### src/rtl/edn_pkg.sv
// ============================================================================
// edn_pkg : EDN endpoint request/response bus types
// Rev 1.0
// ============================================================================
`default_nettype none

package edn_pkg;

  parameter int unsigned ENDPOINT_BUS_WIDTH = 32;

  typedef struct packed {
    logic edn_req;
  } edn_req_t;

  typedef struct packed {
    logic                          edn_ack;
    logic                          edn_fips;
    logic [ENDPOINT_BUS_WIDTH-1:0] edn_bus;
  } edn_rsp_t;

endpackage

`default_nettype wire

### src/rtl/caliptra_prim_edn_rsp_pkg.sv
// ============================================================================
// caliptra_prim_edn_rsp_pkg : shared types and helpers for the EDN responder
// Rev 1.0
// ============================================================================
`default_nettype none

package caliptra_prim_edn_rsp_pkg;

  localparam int unsigned EdnWordW = edn_pkg::ENDPOINT_BUS_WIDTH;

  typedef enum logic [0:0] {
    StEmpty = 1'b0,
    StServe = 1'b1
  } edn_rsp_state_e;

  // A single-word block still needs a 1-bit index register.
  function automatic int unsigned idx_width(input int unsigned num_words);
    return (num_words > 1) ? $clog2(num_words) : 1;
  endfunction

endpackage

`default_nettype wire

### src/rtl/caliptra_prim_edn_rsp.sv
// ============================================================================
// caliptra_prim_edn_rsp : EDN endpoint responder serving 32-bit words
//                         unpacked from wide genbits blocks
// Rev 1.0
// ============================================================================
`default_nettype none

module caliptra_prim_edn_rsp
  import edn_pkg::*;
  import caliptra_prim_edn_rsp_pkg::*;
#(
  parameter int unsigned GenBitsW = 128,
  parameter bit          RepCheck = 1'b1
) (
  input  logic                clk_i,
  input  logic                rst_ni,
  input  logic                enable_i,
  input  logic                genbits_valid_i,
  output logic                genbits_ready_o,
  input  logic [GenBitsW-1:0] genbits_bus_i,
  input  logic                genbits_fips_i,
  input  edn_req_t            edn_i,
  output edn_rsp_t            edn_o,
  output logic [15:0]         words_served_o,
  output logic                rep_err_o
);

  localparam int unsigned NumWords = GenBitsW / EdnWordW;
  localparam int unsigned IdxW     = idx_width(NumWords);
  localparam logic [IdxW-1:0] LastIdx = IdxW'(NumWords - 1);

  edn_rsp_state_e                     state_q;
  logic [NumWords-1:0][EdnWordW-1:0]  buf_q;
  logic [IdxW-1:0]                    idx_q;
  logic                               fips_q;
  logic                               ack_q;
  logic                               fips_out_q;
  logic [EdnWordW-1:0]                bus_q;
  logic [15:0]                        cnt_q;

  logic rep_hit;
  logic hs;
  logic load;
  logic ack_fire;

  // Ready is masked during reset so upstream never sees a spurious handshake.
  assign genbits_ready_o = rst_ni & enable_i & (state_q == StEmpty);
  assign hs              = genbits_valid_i & genbits_ready_o;
  assign load            = hs & ~rep_hit;
  assign ack_fire        = (state_q == StServe) & edn_i.edn_req & enable_i & ~ack_q;

  always_ff @(posedge clk_i or negedge rst_ni) begin
    if (!rst_ni) begin
      state_q    <= StEmpty;
      buf_q      <= '0;
      idx_q      <= '0;
      fips_q     <= 1'b0;
      ack_q      <= 1'b0;
      fips_out_q <= 1'b0;
      bus_q      <= '0;
      cnt_q      <= '0;
    end else begin
      ack_q <= ack_fire;
      if (ack_fire) begin
        bus_q      <= buf_q[idx_q];
        fips_out_q <= fips_q;
        if (cnt_q != 16'hFFFF) begin
          cnt_q <= cnt_q + 16'd1;
        end
      end
      if (!enable_i) begin
        state_q <= StEmpty;
        idx_q   <= '0;
      end else if (load) begin
        buf_q   <= genbits_bus_i;
        fips_q  <= genbits_fips_i;
        idx_q   <= '0;
        state_q <= StServe;
      end else if (ack_fire) begin
        idx_q <= idx_q + 1'b1;
        if (idx_q == LastIdx) begin
          state_q <= StEmpty;
        end
      end
    end
  end

  if (RepCheck) begin : gen_rep_chk
    logic [GenBitsW-1:0] prev_q;
    logic                prev_valid_q;
    logic                rep_err_q;

    assign rep_hit   = prev_valid_q && (genbits_bus_i == prev_q);
    assign rep_err_o = rep_err_q;

    always_ff @(posedge clk_i or negedge rst_ni) begin
      if (!rst_ni) begin
        prev_q       <= '0;
        prev_valid_q <= 1'b0;
        rep_err_q    <= 1'b0;
      end else begin
        rep_err_q <= hs & rep_hit;
        if (load) begin
          prev_q       <= genbits_bus_i;
          prev_valid_q <= 1'b1;
        end
      end
    end
  end else begin : gen_no_rep_chk
    assign rep_hit   = 1'b0;
    assign rep_err_o = 1'b0;
  end

  assign edn_o          = '{edn_ack: ack_q, edn_fips: fips_out_q, edn_bus: bus_q};
  assign words_served_o = cnt_q;

endmodule

`default_nettype wire
### config.mk
export PLATFORM = sky130hd
export DESIGN_NAME = caliptra_prim_edn_rsp
export DESIGN_NICKNAME = d
export VERILOG_FILES = /design/src/rtl/edn_pkg.sv /design/src/rtl/caliptra_prim_edn_rsp_pkg.sv /design/src/rtl/caliptra_prim_edn_rsp.sv
export SDC_FILE = /design/constraint.sdc
export NUM_CORES = 1
export LEC_CHECK = 0
export ABC_AREA = 1
export BUFFER_PORTS_ARGS = -buffer_cell sky130_fd_sc_hd__buf_2
export CELL_PAD_IN_SITES_DETAIL_PLACEMENT = 0
export CELL_PAD_IN_SITES_GLOBAL_PLACEMENT = 2
export CORE_MARGIN = 8
export CORE_UTILIZATION = 30
export DETAILED_ROUTE_END_ITERATION = 6
export GPL_TIMING_DRIVEN = 0
export PLACE_DENSITY = 0.69
export SLEW_MARGIN = 25
export SYNTH_ARGS = -nofsm -noshare
export SYNTH_HDL_FRONTEND = slang
export SYNTH_SLANG_ARGS = --single-unit
### constraint.sdc
create_clock -name clk_i -period 1.85 [get_ports clk_i]
set_input_delay 0 -clock clk_i [delete_from_list [all_inputs] [get_ports clk_i]]
set_output_delay 0 -clock clk_i [all_outputs]
set_load 0.03 [all_outputs]
==> flow_summary_export.csv <==
group,metric,value,unit
die,num_rows,84,
yosys,synth-edff-count,0,
sta,tightestPinTransition,0.682,ns
placed_design,port_buffers,185,
yosys,synth-main-ff-cell,"dfrtp_1",
route,wl,76100,um
sta,maxSlewViolCount,0,
placed_design,place_congestion,0.892,
yosys,syn_inst,2172,
sta,fin_hold_ws,-0.788,ns
pwr,seqPwrFrac,0.398,
global_routing,grt_pass1_wl,107000,um
die,die_area,60300,um2
clock_tree,clock_latency,0.58,ns
clock_tree,cts_root_buffer,"clkbuf_16",
run,cap_violations,0,
route,drt_first_pass_iters,5,
sta,setup_slack,-0.526,ns
global_routing,grt_max_degree,83,
pwr,finalPower,23.6,mW
min_path,hold_path_class,"input pin to async pin",
yosys,syn-mean-instance-area,7.28,um2
critical_path,crit_type,"register to register",
sta,slew_headroom,0.541,
critical_path,cp.required,2.34,ns
final_layout,instances_no_fill,3290,
yosys,synth_top_area_cell,"dfrtp_1",
global_routing,track_usage,0.243,
yosys,synth_seq_cells,312,
clock_tree,clkTransAtPathRegs,0.06,ns
sta,grt_setup_unrepaired,"true",
die,die_y,246,um
critical_path,cp-end-kind,"register",
die,start_util,0.302,
clock_tree,cts_tree,"done",
placed_design,dpl.hpwl,56800,um
die,ios,186,
sta,period_minus_slack,2.38,ns
route,ant_nets,0,
critical_path,crit_fanout,5,
final_layout,syn_to_final_growth,42.1,%
yosys,async_flop_share,1.00,
die,core,52300,um2
yosys,yosysTopAreaCellShare,0.494,
run_status,outcome,"complete, but fails checks",
placed_design,dp_cells,3049,
pwr,p_sw,8.52,mW
route,wl_per_cell,23.1,um
run_status,violations,"negative hold slack, negative setup slack",
yosys,netlist_area,15800,um2
yosys,synth_common_cells,"nand2_1, dfrtp_1, nor2_1, inv_1, nand3_1",
die,fp.dieW,246,um
yosys,yosysSeqAreaShare,0.494,
pwr,power_density,1050,nW/um2
pwr,irDropWorstVdd,0.000742,V
pwr,clock_power_share,0.335,
pwr,swShare,0.360,
critical_path,worstSetupStartpointType,"register",
final_layout,final_nets,2707,
critical_path,crit_arrival,2.87,ns
yosys,synthTopCellsByArea,"dfrtp_1, nand2_1, nor2_1",
yosys,yosysMostFrequentCell,"nand2_1",
route,vias,15800,
global_routing,grt_overflow,0,
route,drcViolationCount,0,
sta,finalSetupViolCount,262,
yosys,ys_warn_count,0,
global_routing,grt_antenna_before_repair,0,
sta,fin_worst_skew,0.0351,ns
sta,min_period_over_period,1.28,
final_layout,drive_gt1_frac,0.226,
yosys,synth_cell_types,32,
pwr,p_leak,11.8,nW
pwr,p_int,15.1,mW
placed_design,dp_slack,-1.41,ns
sta,hold_violations,263,
final_layout,antenna_cells,0,
sta,max_freq,0.421,GHz
yosys,syn_nets,2308,
clock_tree,clockBufferDepth,3,
final_layout,fillCellCount,5462,
route,drt_iter0_markers,1214,
global_routing,grt_pass1_vias,15900,
clock_tree,cts_max_level,2,
clock_tree,cts.sinks,312,
clock_tree,cts_buffers,41,
pwr,combPwrFrac,0.267,
route,vias_per_cell,4.79,
## stage by stage
step	setup TNS [ns]	util	area, um2	hold WS (ns)
after floorplan	0	-	15800	-0.296
after global placement	-3557.07	0.336	17600	0.291
after detailed placement	-312.09	0.339	17700	-0.197
after CTS	-127.26	0.406	21200	-0.811
after global routing	-146.08	0.429	22500	-0.794
final	-122.24	0.429	22500	-0.788
## per-layer routing
metal,global-route usage,share of wire
met5,0,0
met4,0.0704,0.030
met3,0.0534,0.061
met2,0.388,0.46
met1,0.328,0.45
## cell type report
type	count	area [um2]	share of cell area
Sequential cell	312	7810	0.348
Multi-Input combinational cell	1554	7800	0.347
Timing Repair Buffer	357	2920	0.130
Clock buffer	56	1160	0.0518
Buffer	84	933	0.0416
Tap cell	688	861	0.0383
Inverter	221	837	0.0373
Clock inverter	18	135	0.00602
## sequential cells by signal, indices dropped and copies added (netlist names)
register	count
gen_rep_chk.prev_q	128
bus_q	32
words_served_o	16
ack_q	1
fips_q	1
fips_out_q	1
gen_rep_chk.prev_valid_q	1
buf_q	128
state_q	1
idx_q	2
rep_err_o	1
## cells in the final DEF (no fill, tap or decap), types with 7 or more instances in the layout
cell / Yosys / layout
nor2_1: 288 / 268
o21ai_0: 95 / 77
clkbuf_4: 0 / 8
or2_2: 16 / 16
inv_1: 209 / 208
nand2_4: 0 / 32
nor3_1: 15 / 12
buf_4: 24 / 22
buf_12: 0 / 35
buf_2: 17 / 197
clkbuf_2: 0 / 10
dlygate4sd3_1: 0 / 134
xnor2_1: 34 / 18
xnor2_2: 0 / 11
nand2_2: 1 / 66
buf_8: 0 / 8
o21ai_1: 1 / 13
a31oi_1: 32 / 32
nand2_1: 844 / 746
clkbuf_1: 25 / 10
dfrtp_1: 312 / 312
xor2_1: 15 / 15
nor2_2: 0 / 16
clkinv_2: 0 / 11
clkbuf_16: 0 / 48
clkbuf_8: 0 / 8
nand3_2: 0 / 46
nand3_1: 152 / 97
nand4_1: 37 / 37
clkinv_1: 8 / 7
nand3_4: 0 / 9
## power groups by stage
stage               registers [mW]  logic [mW]  clock network (mW)
finish                        9.40        6.32                7.92
global route                  9.58        7.00                8.31
CTS                           9.28        6.02                8.05
detailed placement            9.35        5.51                   0
global placement              9.31        5.44                   0
floorplan                     9.72        2.76                   0
## kinds of logic after synthesis
| logic type | after synthesis | share of synthesized area |
|---|---|---|
| AOI/OAI and AO/OA | 140 | 0.0487 |
| muxes | 1 | 0.000713 |
| DFF | 312 | 0.494 |
| xor gates and xnor gates | 49 | 0.0272 |
| buffers and inverters | 307 | 0.0809 |
| adders and majority gates | 2 | 0.00158 |
| and+or+nand+nor | 1361 | 0.347 |
## what timing repair did
action,in CTS,in global routing
setup endpoints to repair,309,310
hold buffers,132,5
hold endpoints to repair,524,225
buffers inserted,11,12
gates resized for setup,180,288
cloned,2,8
pin swaps,8,16
## worst max-delay path, stage by stage, from the launching register on
cell	delay, ns
dfrtp_1	0.41
xnor2_2	0.21
nand2_1	0.13
nor2_1	0.16
nand2_2	0.09
nor2_4	0.16
nand2_2	0.08
nor2_4	0.16
nand3_4	0.10
buf_12	0.16
nand2_8	0.14
buf_12	0.14
buf_12	0.10
buf_12	0.12
nand2_1	0.06
nand2_1	0.05
## path summary, 6_finish.rpt
| check | slack (ns) | depth (start not counted) | start | endpoint |
|---|---|---|---|---|
| max reg2reg | -0.53 | 15 | gen_rep_chk.prev_q[114] | buf_q[48] |
| min in group clk_i | 0.03 | 6 | enable_i | words_served_o[3] |
| max | -0.53 | 15 | gen_rep_chk.prev_q[114] | buf_q[48] |
| min reg2reg | 0.47 | 2 | buf_q[105] | buf_q[105] |
| max in group asynchronous | 0.93 | 4 | rst_ni | buf_q[63] |
| min | -0.79 | 1 | rst_ni | words_served_o[13] |
(Power assumes the default switching activity.)
